==> config.mk <==
export PLATFORM = sky130hd
export DESIGN_NAME = axis_frame_packetizer
export DESIGN_NICKNAME = d
export VERILOG_FILES = /design/src/rtl/axis_pkg.sv /design/src/rtl/axis_sync_fifo.sv /design/src/rtl/axis_frame_packetizer.sv
export SDC_FILE = /design/constraint.sdc
export NUM_CORES = 1
export LEC_CHECK = 0
export ABC_AREA = 0
export BUFFER_PORTS_ARGS = -buffer_cell sky130_fd_sc_hd__buf_4
export CAP_MARGIN = 20
export CORE_MARGIN = 2
export CORE_UTILIZATION = 61
export DETAILED_ROUTE_END_ITERATION = 16
export HOLD_SLACK_MARGIN = 0.1
export PLACE_DENSITY = 0.79
export RECOVER_POWER = 50
export SYNTH_ARGS = -nofsm -noshare
export SYNTH_HDL_FRONTEND = slang
export SYNTH_SLANG_ARGS = --single-unit
==> constraint.sdc <==
create_clock -name clk -period 5.5 [get_ports clk]
set_input_delay 0.275 -clock clk [delete_from_list [all_inputs] [get_ports clk]]
set_output_delay 0.275 -clock clk [all_outputs]
set_load 0.05 [all_outputs]
==> src/rtl/axis_pkg.sv <==
// Shared definitions for the AXI-Stream frame packetizer: FSM encoding and a
// constant-time log2 helper used to size pointers and counters.
package axis_pkg;

  typedef enum logic [1:0] {
    ST_IDLE  = 2'd0,
    ST_RUN   = 2'd1,
    ST_STOP  = 2'd2,
    ST_DRAIN = 2'd3
  } state_t;

  function automatic int clog2(input int v);
    int r;
    r = 0;
    while ((1 << r) < v) r++;
    return r;
  endfunction

endpackage

==> src/rtl/axis_sync_fifo.sv <==
// Single-clock FIFO with natural-wrap pointers and an occupancy counter.
// The caller guarantees wr_en is only raised when there is room (or a same-cycle read).
module axis_sync_fifo
  import axis_pkg::*;
#(
  parameter int WIDTH = 17,
  parameter int DEPTH = 16,
  localparam int AW = clog2(DEPTH)
) (
  input  logic             clk,
  input  logic             rst,
  input  logic             wr_en,
  input  logic [WIDTH-1:0] din,
  output logic             full,
  input  logic             rd_en,
  output logic [WIDTH-1:0] dout,
  output logic             empty,
  output logic [AW:0]      count
);

  logic [WIDTH-1:0] mem [DEPTH];
  logic [AW-1:0]    wr_ptr;
  logic [AW-1:0]    rd_ptr;

  always_ff @(posedge clk) begin
    if (wr_en) mem[wr_ptr] <= din;
  end

  always_ff @(posedge clk) begin
    if (rst) begin
      wr_ptr <= '0;
      rd_ptr <= '0;
      count  <= '0;
    end else begin
      if (wr_en) wr_ptr <= wr_ptr + 1'b1;
      if (rd_en) rd_ptr <= rd_ptr + 1'b1;
      count <= count + (AW+1)'(wr_en) - (AW+1)'(rd_en);
    end
  end

  assign full  = (count == (AW+1)'(DEPTH));
  assign empty = (count == '0);
  assign dout  = mem[rd_ptr];

endmodule

==> src/rtl/axis_frame_packetizer.sv <==
// Buffers a non-stallable sample feed and emits AXI-Stream frames with tlast every
// cfg_frame_len samples; stopping is deferred to a frame boundary.
module axis_frame_packetizer
  import axis_pkg::*;
#(
  parameter int DATA_WIDTH = 16,
  parameter int DEPTH      = 16,
  parameter int LEN_W      = 8
) (
  input  logic                  clk,
  input  logic                  rst,
  input  logic                  enable,
  input  logic [LEN_W-1:0]      cfg_frame_len,
  input  logic [DATA_WIDTH-1:0] in_data,
  input  logic                  in_valid,
  output logic [DATA_WIDTH-1:0] m_axis_tdata,
  output logic                  m_axis_tvalid,
  input  logic                  m_axis_tready,
  output logic                  m_axis_tlast,
  output logic                  busy,
  output logic                  ovf,
  input  logic                  ovf_clear
);

  localparam int AW = clog2(DEPTH);
  localparam int CW = AW + 1;

  state_t            state, state_nxt;
  logic [LEN_W-1:0]  cnt, cnt_nxt, len_q, cfg_len, cur_len;
  logic              fifo_full, fifo_empty;
  logic [CW-1:0]     fifo_count;
  logic [DATA_WIDTH:0] fifo_dout;
  logic              accepting, pop, wr, wr_last, drop;

  assign cfg_len = (cfg_frame_len == '0) ? LEN_W'(1) : cfg_frame_len;
  assign cur_len = (cnt == '0) ? cfg_len : len_q;
  assign wr_last = (cnt == cur_len - LEN_W'(1));

  assign pop  = m_axis_tvalid && m_axis_tready;
  assign wr   = in_valid && accepting && (!fifo_full || pop);
  assign drop = in_valid && accepting && (fifo_count == CW'(DEPTH)) && !pop;

  assign cnt_nxt = wr ? (wr_last ? '0 : cnt + LEN_W'(1)) : cnt;

  always_ff @(posedge clk) begin
    if (rst) state <= ST_IDLE;
    else     state <= state_nxt;
  end

  // Leaving RUN looks at the post-write counter so a sample written in the same
  // cycle either closes the frame (go to DRAIN) or is finished off in STOP.
  always_comb begin
    state_nxt = state;
    case (state)
      ST_IDLE:  if (enable) state_nxt = ST_RUN;
      ST_RUN:   if (!enable) state_nxt = (cnt_nxt == '0) ? ST_DRAIN : ST_STOP;
      ST_STOP:  if (wr && wr_last) state_nxt = ST_DRAIN;
      ST_DRAIN: if (fifo_empty) state_nxt = ST_IDLE;
      default:  state_nxt = ST_IDLE;
    endcase
  end

  always_comb begin
    busy      = (state != ST_IDLE);
    accepting = (state == ST_RUN) || (state == ST_STOP);
  end

  always_ff @(posedge clk) begin
    if (rst) begin
      cnt   <= '0;
      len_q <= LEN_W'(1);
      ovf   <= 1'b0;
    end else begin
      cnt <= cnt_nxt;
      if (wr && cnt == '0) len_q <= cfg_len;
      if (drop)           ovf <= 1'b1;
      else if (ovf_clear) ovf <= 1'b0;
    end
  end

  axis_sync_fifo #(
    .WIDTH (DATA_WIDTH + 1),
    .DEPTH (DEPTH)
  ) u_fifo (
    .clk   (clk),
    .rst   (rst),
    .wr_en (wr),
    .din   ({wr_last, in_data}),
    .full  (fifo_full),
    .rd_en (pop),
    .dout  (fifo_dout),
    .empty (fifo_empty),
    .count (fifo_count)
  );

  assign m_axis_tvalid = !fifo_empty;
  assign m_axis_tdata  = fifo_empty ? '0 : fifo_dout[DATA_WIDTH-1:0];
  assign m_axis_tlast  = !fifo_empty && fifo_dout[DATA_WIDTH];

endmodule

==> impl_metrics.csv <==
group,metric,value,unit
sta,layout_setup_ws,1000,ps
min_path,timing.hold.worst_endpoint,"len_q[0]",
die,die-area,22000,um^2
logic_synthesis,post-synth-top-count-cell,"sky130_fd_sc_hd__edfxtp_1",
sta,final_min_period_over_clock_period,81.8,%
clock_network,htreeDepth,1,
placement,detailedPlace.worstSlack,1120,ps
sta,finalSetupTns,0,ps
critical_path,worst_r2r_path_depth,14,
cells_and_area,fin_cells,1076,
critical_path,worst_ep_arrival_time,4910,ps
die,rows,52,
clock_network,holdBufCountCts,29,
routing,total_via_count_in_the_routed_design,6652,
critical_path,required_time_reported_for_the_critical_path_endpoint,5910,ps
logic_synthesis,synthTopCellsByArea,"sky130_fd_sc_hd__edfxtp_1 (64%), sky130_fd_sc_hd__mux4_2 (15%), sky130_fd_sc_hd__dfxtp_1 (5.7%), sky130_fd_sc_hd__ha_1 (1.8%), sky130_fd_sc_hd__nor2_1 (1.5%)",
logic_synthesis,synth_commonest_cells,"sky130_fd_sc_hd__edfxtp_1 (272), sky130_fd_sc_hd__mux4_2 (85), sky130_fd_sc_hd__nor2_1 (50), sky130_fd_sc_hd__dfxtp_1 (36), sky130_fd_sc_hd__clkbuf_1 (26)",
placement,gpl_congestion,0.874,
cells_and_area,post_route_cells_drive_above_1_share,25.1,%
sta,fmax,0.222,GHz
die,die_h,148,um
critical_path,longest_individual_stage_delay_on_the_worst_path,700,ps
sta,tightest_slew,1440,ps
sta,slew_headroom,3.99,%
placement,placed_cell_area,13400,um^2
logic_synthesis,number_of_synthesized_flops_with_an_enable_pin,272,
logic_synthesis,synthFlopType,"sky130_fd_sc_hd__edfxtp_1",
cells_and_area,area.growth.synth_to_final,15.4,%
run,max-cap-violations,0,
routing,detail_route.iter0.violations,467,
sta,report.final.setup_viol,0,
placement,hpwl,14700,um
grt,pin_count_of_the_biggest_net_entering_global_routing,49,
sta,final.setup_skew,34.8,ps
routing,route.final.wire_length,27200,um
clock_network,tritoncts.num_buffers,30,
power_and_ir_drop,pwr_density_cell,461,nW/um^2
critical_path,critical-path-slowest-cell,"sky130_fd_sc_hd__nor2_1",
critical_path,regToRegSetupSlack,1000,ps
grt,grt_pass1_wl,41900,um
placement,numPortBuffers,49,
die,initial_core_util,62.5,%
routing,routedWlPerCell,25.2,um
clock_network,postCtsSetupBuffers,0,
clock_network,root_buffer,"sky130_fd_sc_hd__clkbuf_16",
clock_network,post_cts_resize_count,0,
die,floorplan.io_pins,50,
critical_path,worstPathBufferInverterCount,1,
sta,rsz0062_at_grt,"no",
routing,drtAntennaViolNets,0,
grt,antenna_violations_before_repair,0,
critical_path,cp-startpoint,"cnt[0]",
cells_and_area,n_fill_cell,1211,
logic_synthesis,synth.top_cell.area_share,64.4,%
critical_path,critPathKind,"reg -> reg",
power_and_ir_drop,max-vdd-ir-drop,0.000385,V
clock_network,cts_tree,"done",
critical_path,critical_path.cell_chain,"inv_1 > ha_1 > or4b_4 > nor2_8 > mux2i_2 > ha_1 > nor3b_1 > xor2_1 > a311o_1 > a211oi_1 > nand3_1 > nor2_1 > or3_1 > a21oi_1",
clock_network,clk_latency,560,ps
run_status,run_status,"finished, final reports clean",
clock_network,cts.sinks,308,
logic_synthesis,cell_count_after_synthesis,689,
logic_synthesis,ys_ff_latch,308,
logic_synthesis,avgSynthCellArea,18.4,um^2
min_path,holdPathStages,4,
cells_and_area,layout.cell_area.non_filler,14600,um^2
critical_path,critical_path.startpoint_type,"flip-flop",
clock_network,cts_max_path_buffers,3,
cells_and_area,antenna-diode-count,0,
sta,period_minus_slack,4500,ps
clock_network,path_clk_slew,60,ps
cells_and_area,multi_input_comb_area,3590,um^2
sta,hold_viol_final,0,
logic_synthesis,synthDistinctLibCells,53,
critical_path,crit_family,"simple AND/OR/NAND/NOR gates",
critical_path,critical_path_end_type,"flip-flop",
logic_synthesis,synth_fp_nets,738,
logic_synthesis,netlist.top_cell.by_area,"sky130_fd_sc_hd__edfxtp_1",
logic_synthesis,ys_seq_area_share,70.1,%
grt,gr-total-overflow,0,
sta,final-max-slew-violation-count,0,
power_and_ir_drop,static-leakage-power,4.83,nW
cells_and_area,seqCellArea,8890,um^2
critical_path,worstPathMaxFanout,17,
placement,dp.cells,990,
die,chipWidth,148,um
cells_and_area,finalNetCount,831,
logic_synthesis,synth_area,12700,um^2
critical_path,cpMostUsedCell,"sky130_fd_sc_hd__ha_1",
grt,grt_pass1_vias,7103,
critical_path,crit-reg2reg-launch,"cnt[0]",
logic_synthesis,fraction_of_registers_with_async_set_or_reset_after_synthesis,0,%
critical_path,endpoint_of_the_worst_register_to_register_path,"cnt[0]",
routing,route.detailed.vias_per_inst,6.18,
min_path,holdCritPathClass,"in -> reg",
grt,gr-usage-all-layers,25.9,%
min_path,worstHoldStart,"cfg_frame_len[0]",
routing,dr.pass1.iters,5,
die,fp.coreArea,20300,um^2
routing,detail_route.drc_violations,0,
logic_synthesis,synthesis.yosys.warnings,0,
registers in the layout, summed over array words and instances, names as in the netlist, named ones only:
register / cells
u_fifo.wr_ptr: 4
u_fifo.mem: 272
state: 2
ovf: 1
len_q: 8
cnt: 8
u_fifo.count: 5
u_fifo.rd_ptr: 4
per-stage QoR:
step	total power, mW	hold slack (ps)	util, %
floorplan	4.26	374	-
global placement	4.69	463	66.1
detailed placement	4.75	514	66.1
CTS	6.80	114	72.4
global route	7.02	145	72.1
finish	6.74	141	72.1
cells by family (layout without fill, tap and decap cells):
logic type,after synthesis,count (layout),share of synthesized area [%]
simple gates,137,137,5.63
buf+inv,58,175,1.84
compound gates,39,39,2.24
xor+xnor,28,28,1.93
flops,308,308,70.1
fa+ha+maj,19,19,1.93
mux,100,100,16.3
area by class of cell:
type	instances	area share [%]
timing repair buffer	98	5.15
tap	270	2.31
clock buffer	36	5.35
clock inverter	20	1.40
inverter	21	0.539
sequential	308	60.8
multi-input combinational	323	24.5
routing by layer:
| metal | GRT usage, % | share of wire (%) | up-vias |
|---|---|---|---|
| li1 | - | - | 2910 |
| met1 | 34.6 | 37 | 3442 |
| met2 | 46.1 | 54 | 268 |
| met3 | 3.25 | 6.6 | 32 |
| met4 | 6.24 | 1.6 | 0 |
| met5 | 0 | 0 | - |
cells in the final DEF, fill, tap and decap left out, types with 3 or more instances in the layout:
cell | Yosys | final
sky130_fd_sc_hd__dlygate4sd3_1 | 0 | 29
sky130_fd_sc_hd__buf_4 | 0 | 48
sky130_fd_sc_hd__a311oi_1 | 3 | 3
sky130_fd_sc_hd__dfxtp_1 | 36 | 34
sky130_fd_sc_hd__nand2_1 | 19 | 19
sky130_fd_sc_hd__nand3_1 | 4 | 4
sky130_fd_sc_hd__nor2_2 | 0 | 3
sky130_fd_sc_hd__xnor2_1 | 15 | 15
sky130_fd_sc_hd__clkbuf_1 | 26 | 25
sky130_fd_sc_hd__o21ai_0 | 4 | 4
sky130_fd_sc_hd__clkinv_1 | 0 | 4
sky130_fd_sc_hd__mux2i_1 | 13 | 13
sky130_fd_sc_hd__inv_1 | 21 | 21
sky130_fd_sc_hd__and2_1 | 19 | 19
sky130_fd_sc_hd__bufinv_16 | 0 | 3
sky130_fd_sc_hd__clkinv_2 | 0 | 5
sky130_fd_sc_hd__nor3_2 | 0 | 4
sky130_fd_sc_hd__edfxtp_1 | 272 | 272
sky130_fd_sc_hd__clkinvlp_4 | 0 | 4
sky130_fd_sc_hd__mux4_2 | 85 | 85
sky130_fd_sc_hd__a21oi_1 | 13 | 13
sky130_fd_sc_hd__xor2_1 | 13 | 13
sky130_fd_sc_hd__nor2_1 | 50 | 47
sky130_fd_sc_hd__or3_1 | 4 | 4
sky130_fd_sc_hd__nand2b_1 | 6 | 6
sky130_fd_sc_hd__nor3_1 | 16 | 12
sky130_fd_sc_hd__clkbuf_16 | 0 | 30
sky130_fd_sc_hd__ha_1 | 18 | 18
sky130_fd_sc_hd__nand4_1 | 4 | 4
report_power, final:
part / internal, mW / total, mW / leakage (nW) / switching, mW
logic: 0.846 / 1.89 / 1.59 / 1.04
clock network: 1.17 / 2.02 / 0.473 / 0.857
registers: 2.66 / 2.83 / 2.76 / 0.173
worst register-to-register path: stages, from the launching register on:
cell                       delay (ps)
sky130_fd_sc_hd__dfxtp_1          400
sky130_fd_sc_hd__inv_1            140
sky130_fd_sc_hd__ha_1             190
sky130_fd_sc_hd__or4b_4           520
sky130_fd_sc_hd__nor2_8           210
sky130_fd_sc_hd__mux2i_2          340
sky130_fd_sc_hd__ha_1             280
sky130_fd_sc_hd__nor3b_1          350
sky130_fd_sc_hd__xor2_1           160
sky130_fd_sc_hd__a311o_1          360
sky130_fd_sc_hd__a211oi_1         290
sky130_fd_sc_hd__nand3_1          180
sky130_fd_sc_hd__nor2_1           700
sky130_fd_sc_hd__or3_1            200
sky130_fd_sc_hd__a21oi_1           50
how the worst max path moves through the flow:
stage,end,slack (ps),cells after the start
6_report,cnt[0],1000,14
5_1_grt,cnt[0],690,14
4_1_cts,cnt[0],1080,14
3_5_place_dp,cnt[0],1120,14
3_3_place_gp,cnt[0],1250,14
2_1_floorplan,cnt[0],1700,14
Note: power is estimated with default switching activity, not from simulation.
